[config.mk]
export PLATFORM = sky130hd
export DESIGN_NAME = mem_port_arbiter
export DESIGN_NICKNAME = d
export VERILOG_FILES = /design/src/rtl/vc_mem_pkg.sv /design/src/rtl/mem_arb_timer.sv /design/src/rtl/mem_port_arbiter.sv
export SDC_FILE = /design/constraint.sdc
export NUM_CORES = 1
export LEC_CHECK = 0
export ABC_CLOCK_PERIOD_IN_PS = 5100
export BUFFER_PORTS_ARGS = -buffer_cell sky130_fd_sc_hd__buf_2
export CAP_MARGIN = 25
export CORE_MARGIN = 2
export CORE_UTILIZATION = 45
export DETAILED_ROUTE_END_ITERATION = 8
export PLACE_DENSITY = 0.89
export SLEW_MARGIN = 20
export SYNTH_ARGS = -nofsm -noshare
export SYNTH_HDL_FRONTEND = slang
export SYNTH_SLANG_ARGS = --single-unit
[constraint.sdc]
create_clock -name clk -period 5.1 [get_ports clk]
set_input_delay 1.02 -clock clk [delete_from_list [all_inputs] [get_ports clk]]
set_output_delay 1.02 -clock clk [all_outputs]
set_load 0.02 [all_outputs]
[src/rtl/vc_mem_pkg.sv]
// Shared state encoding, CPU sub-request kinds and the bus timeout default
// used by the memory port arbiter.
package vc_mem_pkg;

  localparam int TMO_DEFAULT = 255;

  typedef enum logic [1:0] {
    ST_IDLE = 2'd0,
    ST_CPU  = 2'd1,
    ST_DMA  = 2'd2,
    ST_DONE = 2'd3
  } arb_state_t;

  typedef enum logic [1:0] {
    OP_FETCH = 2'd0,
    OP_READ  = 2'd1,
    OP_WRITE = 2'd2
  } cpu_op_t;

  // Writes beat reads beat fetches when the CPU raises several at once.
  function automatic cpu_op_t cpu_op_sel(input logic wr, input logic rd);
    if (wr) return OP_WRITE;
    if (rd) return OP_READ;
    return OP_FETCH;
  endfunction

endpackage

[src/rtl/mem_arb_timer.sv]
// Bus timeout counter: cleared at grant, counts while a transfer is open and
// flags the cycle whose edge would reach TMO.
module mem_arb_timer #(
  parameter int TMO = 255
) (
  input  logic clk,
  input  logic reset,
  input  logic clear,
  input  logic run,
  output logic expired
);

  logic [7:0] count;

  always_ff @(posedge clk) begin
    if (!reset)     count <= '0;
    else if (clear) count <= '0;
    else if (run)   count <= count + 8'd1;
  end

  assign expired = run && (count == 8'(TMO - 1));

endmodule

[src/rtl/mem_port_arbiter.sv]
// Single-port memory arbiter between a CPU (fetch/read/write) and a DMA
// master, with alternating tie-break and a bus timeout.
module mem_port_arbiter
  import vc_mem_pkg::*;
#(
  parameter int RV  = 32,
  parameter int VA  = RV,
  parameter int TMO = TMO_DEFAULT
) (
  input  logic                clk,
  input  logic                reset,
  input  logic [VA-RV/16-1:0] c_addr,
  input  logic                c_ifetch,
  input  logic [1:0]          c_rstrobe,
  input  logic [RV/8-1:0]     c_wmask,
  input  logic [RV-1:0]       c_wdata,
  output logic                c_idone,
  output logic                c_rdone,
  output logic                c_wdone,
  output logic [RV-1:0]       c_rdata,
  output logic                c_berr,
  input  logic                d_req,
  input  logic                d_we,
  input  logic [VA-RV/16-1:0] d_addr,
  input  logic [RV/8-1:0]     d_wmask,
  input  logic [RV-1:0]       d_wdata,
  output logic                d_ack,
  output logic [RV-1:0]       d_rdata,
  output logic                m_req,
  output logic                m_we,
  output logic [VA-RV/16-1:0] m_addr,
  output logic [RV/8-1:0]     m_wmask,
  output logic [RV-1:0]       m_wdata,
  input  logic                m_ack,
  input  logic [RV-1:0]       m_rdata
);

  arb_state_t state, state_d;
  cpu_op_t    op;
  logic       last_dma;
  logic       c_any, grant_cpu, grant_dma, ack, tmo, in_xfer, expired;

  assign c_any   = c_ifetch || (|c_rstrobe) || (|c_wmask);
  assign in_xfer = (state == ST_CPU) || (state == ST_DMA);

  mem_arb_timer #(.TMO(TMO)) u_timer (
    .clk     (clk),
    .reset   (reset),
    .clear   (grant_cpu || grant_dma),
    .run     (in_xfer),
    .expired (expired)
  );

  always_ff @(posedge clk) begin
    if (!reset) state <= ST_IDLE;
    else        state <= state_d;
  end

  // DONE never grants, so a request held through the done pulse is only
  // seen again from IDLE.
  always_comb begin
    state_d   = state;
    grant_cpu = 1'b0;
    grant_dma = 1'b0;
    ack       = 1'b0;
    tmo       = 1'b0;
    case (state)
      ST_IDLE: begin
        grant_cpu = c_any && (!d_req || last_dma);
        grant_dma = d_req && !grant_cpu;
        if (grant_cpu)      state_d = ST_CPU;
        else if (grant_dma) state_d = ST_DMA;
      end
      ST_CPU, ST_DMA: begin
        ack = m_ack;
        tmo = !m_ack && expired;
        if (ack || tmo) state_d = ST_DONE;
      end
      ST_DONE: state_d = ST_IDLE;
      default: state_d = ST_IDLE;
    endcase
  end

  always_ff @(posedge clk) begin
    if (!reset) begin
      last_dma <= 1'b1;
      op       <= OP_FETCH;
      m_req    <= 1'b0;
      m_we     <= 1'b0;
      m_addr   <= '0;
      m_wmask  <= '0;
      m_wdata  <= '0;
      c_idone  <= 1'b0;
      c_rdone  <= 1'b0;
      c_wdone  <= 1'b0;
      c_berr   <= 1'b0;
      d_ack    <= 1'b0;
      c_rdata  <= '0;
      d_rdata  <= '0;
    end else begin
      c_idone <= 1'b0;
      c_rdone <= 1'b0;
      c_wdone <= 1'b0;
      c_berr  <= 1'b0;
      d_ack   <= 1'b0;
      if (grant_cpu) begin
        last_dma <= 1'b0;
        op       <= cpu_op_sel(|c_wmask, |c_rstrobe);
        m_req    <= 1'b1;
        m_we     <= |c_wmask;
        m_addr   <= c_addr;
        m_wmask  <= (|c_wmask) ? c_wmask : '1;
        m_wdata  <= c_wdata;
      end else if (grant_dma) begin
        last_dma <= 1'b1;
        m_req    <= 1'b1;
        m_we     <= d_we;
        m_addr   <= d_addr;
        m_wmask  <= d_we ? d_wmask : '1;
        m_wdata  <= d_wdata;
      end
      if (ack) begin
        m_req <= 1'b0;
        if (state == ST_CPU) begin
          case (op)
            OP_WRITE: c_wdone <= 1'b1;
            OP_READ:  begin c_rdone <= 1'b1; c_rdata <= m_rdata; end
            default:  begin c_idone <= 1'b1; c_rdata <= m_rdata; end
          endcase
        end else begin
          d_ack   <= 1'b1;
          d_rdata <= m_rdata;
        end
      end
      // A timed-out DMA still gets its ack, with zero data so it cannot
      // mistake stale bus contents for a response.
      if (tmo) begin
        m_req <= 1'b0;
        if (state == ST_CPU) c_berr <= 1'b1;
        else begin
          d_ack   <= 1'b1;
          d_rdata <= '0;
        end
      end
    end
  end

endmodule

==> impl_metrics.py, run 1 <==
metrics = {
    "route": {
        "drt_iter0_drc": 337,
        "viasPerCell": 5.15,
        "ant_nets": 0,
        "drt_wl_total_mm": 18.0,
        "vias": 5638,
        "wl_per_cell_um": 16.5,
        "remaining_drc_errors": 0,
        "drt-pass1-iter-count": 5,
    },
    "placed_design": {
        "gp_congestion": 0.907,
        "dp_cells": 1062,
        "hpwl_mm": 13.1,
        "place_area_um2": 7760,
        "place.port_buffers": 308,
    },
    "power_and_ir_drop": {
        "p_per_area_nw_per_um2": 587,
        "p_leak_uw": 0.00391,
        "ir_worst_vdd_v": 0.000319,
    },
    "yosys": {
        "syn-cell-area_um2": 6160,
        "synth_top_area_share_pct": 48.8,
        "yosysTopAreaCell": "dfxtp_1",
        "synth_nets": 797,
        "synth.avg_cell_area_um2": 9.98,
        "ys_seq_area_share_pct": 48.8,
        "netlist_instances": 617,
        "synth_warnings": 0,
        "yosys-top-cells-area": "dfxtp_1, mux2i_1, o2bb2ai_2, nand2_1, a21oi_1",
        "yosysUniqueCellTypes": 44,
        "ys_ff_latch": 150,
    },
    "timing": {
        "finalSetupTns_ns": 0,
        "period_minus_slack_ns": 3.09,
        "slew_violations": 0,
        "rsz0062_at_grt": "no",
        "holdWs_ns": 0.450,
        "finalHoldViolCount": 0,
        "slew_headroom_pct": 38.5,
        "setup_viol": 0,
        "finClkSkew_ns": 0.00890,
        "tightest_slew_ns": 0.923,
        "period_share_pct": 60.6,
        "fmax_ghz": 0.324,
    },
    "grt": {
        "use_met3_pct": 8.79,
        "grt_usage_pct": 23.8,
        "gr-usage-met1_pct": 25.9,
        "grt_max_degree": 70,
        "grt_use_met2_pct": 42.1,
        "grt.busiest_layer": "met2",
        "grt_pass1_wl_mm": 27.1,
        "overflow": 0,
        "antenna_found_initial": 0,
        "first_global_vias": 5533,
    },
    "clock_tree": {
        "clockBufferDepth": 2,
        "post_cts_buffers": 0,
        "clk_pin_slew_ns": 0.06,
        "hold_buffers": 0,
        "insertion_delay_ns": 0.43,
        "h-tree-depth": 4,
        "cts_resized": 0,
        "clkSinkCount": 150,
        "cts_buffers": 17,
        "cts_tree": "done",
        "clock_tree.root_cell": "clkbuf_16",
    },
    "die": {
        "design.die.area_um2": 14600,
        "core.rowCount": 42,
        "initial_utilization_pct": 46.3,
        "ios": 309,
        "core_um2": 13300,
        "die_x_um": 121,
        "die_h_um": 121,
    },
    "setup_path": {
        "reg2regPathDepth": 7,
        "critPathKind": "primary input to flop",
        "rr_endpoint": "d_rdata[4]",
        "cp.required_ns": 5.46,
        "cp_max_fo": 66,
        "worstSetupEndpointType": "flop",
        "critPathArrivalTime_ns": 3.45,
        "reg2reg_from": "state[0]",
        "ff2ff_setup_slack_ns": 2.76,
        "worst_setup_path_start_kind": "primary input",
    },
    "finish": {
        "area_delta_synth_final_pct": 35.7,
        "nets": 1086,
        "diodes": 0,
        "fillerInstances": 1074,
        "layout.cells.non_filler": 1095,
        "finish.instance_area_um2": 8360,
        "drive_gt1_share_pct": 42.9,
    },
    "worst_hold_path": {
        "hold_start": "d_rdata[22]",
        "min_to": "d_rdata[22]",
        "min_path_cells": 2,
        "hp-class": "flop to flop",
    },
    "run": {
        "cap_violations": 0,
    },
    "status": {
        "outcome": "finished, final reports clean",
    },
}
## cell type report
type | count | area, µm² | share of cell area (%)
repair buffers | 316 | 1630 | 19.6
clock buffers | 19 | 443 | 5.30
multi-input cells | 414 | 2910 | 34.8
well taps | 176 | 220 | 2.64
flip-flops and latches | 150 | 3000 | 35.9
inverters | 7 | 26.3 | 0.314
clock inverters | 13 | 125 | 1.50
## stage by stage
stage	setup slack [ns]	utilization (%)	total power, µW
2_1_floorplan	2.36	-	3110
3_3_place_gp	1.65	58.4	3670
3_5_place_dp	1.61	58.4	3720
4_1_cts	2.04	62.6	4920
5_1_grt	1.94	62.9	5140
6_report	2.01	62.9	4900
## report_power, final
group          internal [µW]  switching (µW)
Combinational            732            1260
Clock                    688             500
Sequential              1510             209
Total                   2930            1970
## layout by cell type (no fill, tap or decap), drive strengths merged, types with 2 or more instances in the layout
master	Yosys	routed
o2bb2ai	62	62
or3	3	3
a21oi	71	71
a2bb2oi	4	4
nand2b	2	2
clkinv	0	5
a22o	4	4
nand3	7	7
mux2i	64	64
dfxtp	150	150
nor2	14	14
and4	2	2
clkbuf	24	19
o211ai	3	3
ha	8	8
clkinvlp	0	5
inv	7	9
xor2	6	6
nand4	2	2
nor2b	4	4
nand2	138	138
o21ai	3	3
buf	22	316
and2	4	4
a211oi	2	2
## state kept, by name (all words and copies together), names as in the netlist, 2 cells and up
name / count
d_rdata: 32
m_wmask: 4
m_addr: 30
c_rdata: 32
u_timer.count: 8
m_wdata: 32
state: 2
op: 2
## synthesized netlist by cell type, drive strengths merged
master,n
nor3,1
a21o,1
a21oi,71
buf,22
dfxtp,150
and2,4
xor2,6
and3,1
o211ai,3
or4,1
or2,1
o21ai,3
a2bb2oi,4
nand2,138
nand3,7
nor3b,1
o31ai,1
a211oi,2
a22o,4
nand2b,2
nand4,2
o2bb2ai,62
o211a,1
a32oi,1
and4,2
ha,8
xnor2,1
clkbuf,24
nor2,14
inv,7
nor2b,4
nand4b,1
or3,3
mux2i,64
## worst max-delay path by stage
stage | to | from
after floorplan | m_addr[20] | c_wmask[0]
after global placement | m_wmask[1] | c_wmask[0]
after detailed placement | m_wmask[1] | c_wmask[0]
after CTS | m_wmask[2] | c_wmask[0]
after global routing | m_wmask[1] | c_wmask[0]
final | m_wmask[1] | c_wmask[0]
## metal layers
layer | vias up | part of all wire [%] | wire length, µm
met5 | - | 0 | 0
met4 | 0 | 1.9 | 342
met3 | 25 | 9.5 | 1720
met2 | 247 | 50 | 9060
met1 | 2621 | 38 | 6910
li1 | 2745 | - | -
## worst max-delay path: stages
cell	delay [ns]
buf_2	0.11
or4_1	0.70
or3_4	0.48
a21oi_4	0.16
buf_4	0.69
a22o_1	0.26
## kinds of logic (layout without fill, tap and decap cells)
group | Yosys count | in the layout | share of synthesized area [%]
buf+inv | 53 | 355 | 4.51
simple gates | 182 | 182 | 12.5
fa+ha+maj | 8 | 8 | 1.63
compound gates | 153 | 153 | 21.2
xor+xnor | 7 | 7 | 0.995
flops | 150 | 150 | 48.8
mux | 64 | 64 | 10.4
Note: power is estimated with default switching activity, not from simulation.
==> run 2: changes to the inputs <==
Settings changed: ABC_CLOCK_PERIOD_IN_PS 5100 to 3100.
Clock period 5.1 ns to 3.1 ns, I/O delays scaled along.
==> run 2 against run 1 <==
Effect of this change: final cell count grew 0.82%; combinational power grew 71%; hold slack lost 0.011 ns; global-route usage grew 1.5 points; sequential share of layout area shrank 0.57 points; total power grew 71%; clock skew shrank 0.0016 ns; sequential power grew 66%; register-to-register slack lost 1.9 ns; final area grew 1.6%; largest cell class unchanged; largest power group unchanged.
==> impl_metrics.py, run 2 (same netlist as run 1, synthesis figures left out) <==
metrics = {
    "timing": {
        "tightest_slew_ns": 0.656,
        "holdWs_ns": 0.440,
        "period_minus_slack_ns": 2.39,
        "fmax_ghz": 0.418,
        "rsz0062_at_grt": "no",
        "finalSetupTns_ns": 0,
        "slew_headroom_pct": 56.3,
        "finClkSkew_ns": 0.00727,
        "finalHoldViolCount": 0,
        "period_share_pct": 77.1,
        "slew_violations": 0,
        "setup_viol": 0,
    },
    "route": {
        "ant_nets": 0,
        "drt_iter0_drc": 423,
        "remaining_drc_errors": 0,
        "vias": 5797,
        "wl_met1_mm": 6.90,
        "wl_met2_mm": 9.41,
        "maxUsedRoutingLayer": "met4",
        "drt-pass1-iter-count": 8,
        "viasPerCell": 5.25,
        "route.met3.wl_mm": 1.96,
        "wl_per_cell_um": 17.0,
        "drt_wl_total_mm": 18.8,
    },
    "die": {
        "ios": 309,
        "core.rowCount": 42,
        "initial_utilization_pct": 46.3,
        "die_x_um": 121,
        "core_um2": 13300,
        "design.die.area_um2": 14600,
        "die_h_um": 121,
    },
    "setup_path": {
        "worstSetupEndpointType": "flop",
        "cp.required_ns": 3.41,
        "cp_max_fo": 29,
        "critPathKind": "primary input to flop",
        "worst_setup_path_start_kind": "primary input",
        "reg2regPathDepth": 6,
        "critPathArrivalTime_ns": 2.70,
        "slowest_delay_ns": 0.70,
        "path_cells": "buf_2 > or4_1 > o211ai_1 > buf_12 > buf_4 > mux2i_1 > o2bb2ai_2",
        "ff2ff_setup_slack_ns": 0.87,
        "crit_slowest_cell": "or4_1",
    },
    "placed_design": {
        "place_area_um2": 7870,
        "place.port_buffers": 308,
        "gp_congestion": 0.870,
        "hpwl_mm": 13.4,
    },
    "grt": {
        "grt_pass1_wl_mm": 28.8,
        "antenna_found_initial": 0,
        "grt_max_degree": 59,
        "grt_usage_pct": 25.3,
        "first_global_vias": 5796,
        "overflow": 0,
    },
    "finish": {
        "drive_gt1_share_pct": 43.4,
        "finish.instance_area_um2": 8490,
        "reg.largest.list": "c_rdata x32, d_rdata x32, m_wdata x32",
        "diodes": 0,
        "fillerInstances": 1071,
        "area_delta_synth_final_pct": 37.8,
        "nets": 1095,
        "mostFrequentLayoutCells": "buf_2, dfxtp_1, nand2_1, a21oi_1, mux2i_1",
        "final_common_cell": "buf_2",
    },
    "clock_tree": {
        "clkSinkCount": 150,
        "cts_buffers": 17,
        "post_cts_buffers": 0,
        "cts_resized": 0,
        "clockBufferDepth": 2,
        "h-tree-depth": 4,
        "cts_tree": "done",
        "hold_buffers": 0,
        "clock_tree.root_cell": "clkbuf_16",
        "clk_pin_slew_ns": 0.06,
        "insertion_delay_ns": 0.42,
    },
    "status": {
        "outcome": "finished, final reports clean",
    },
    "run": {
        "cap_violations": 0,
    },
    "power_and_ir_drop": {
        "ir_worst_vdd_v": 0.000575,
        "power_uw": 8400,
        "p_leak_uw": 0.00399,
        "p_per_area_nw_per_um2": 989,
    },
    "worst_hold_path": {
        "min_path_cells": 3,
        "hp-class": "primary input to flop",
    },
}
run 2: changes by cell type in the layout (fill, tap and decap cells not counted):
cell and delta:
clkinv_2 +2, clkbuf_8 +2, clkinvlp_4 -3, buf_4 +7
buf_12 +3, clkinv_4 -3, bufinv_16 +2, buf_16 -1
run 2: metrics by stage:
stage / instances / utilization [%] / setup slack, ns
finish: 1104 / 63.9 / 0.710
global route: 1104 / 63.9 / 0.659
CTS: 1104 / 63.9 / 0.766
detailed placement: 1072 / 59.2 / 0.357
global placement: 1072 / 59.2 / 0.434
floorplan: 617 / - / 0.758
run 2: worst paths after layout:
check,startpoint,endpoint
setup / recovery,c_wmask[0],m_addr[1]
hold / removal,m_rdata[22],d_rdata[22]
setup reg to reg,state[0],d_ack
hold reg to reg,c_rdata[27],c_rdata[27]
run 2: final cells by class:
cell class              instances  area, µm²  share of cell area, %
clock buffers                  21        470                   5.54
multi-input cells             414       2910                   34.2
repair buffers                325       1720                   20.2
flip-flops and latches        150       3000                   35.4
clock inverters                11        146                   1.72
inverters                       7       26.3                  0.309
well taps                     176        220                   2.59
run 2: worst max-delay path: cells and delay by family:
kind / cells / cell delay [ns]
compound gates: 2 / 0.45
buf+inv: 3 / 0.60
mux: 1 / 0.29
simple gates: 1 / 0.70
run 2: power by group:
group | total [µW] | switching, µW | internal [µW]
clock | 2150 | 817 | 1330
combinational | 3400 | 2110 | 1290
sequential | 2850 | 360 | 2490
total | 8400 | 3290 | 5110
run 2: layer usage:
| metal | up-vias | track usage (%) |
|---|---|---|
| met4 | 0 | 10.5 |
| met1 | 2700 | 27.4 |
| met2 | 292 | 44.4 |
| met3 | 38 | 9.54 |
| met5 | - | 0 |
| li1 | 2767 | - |
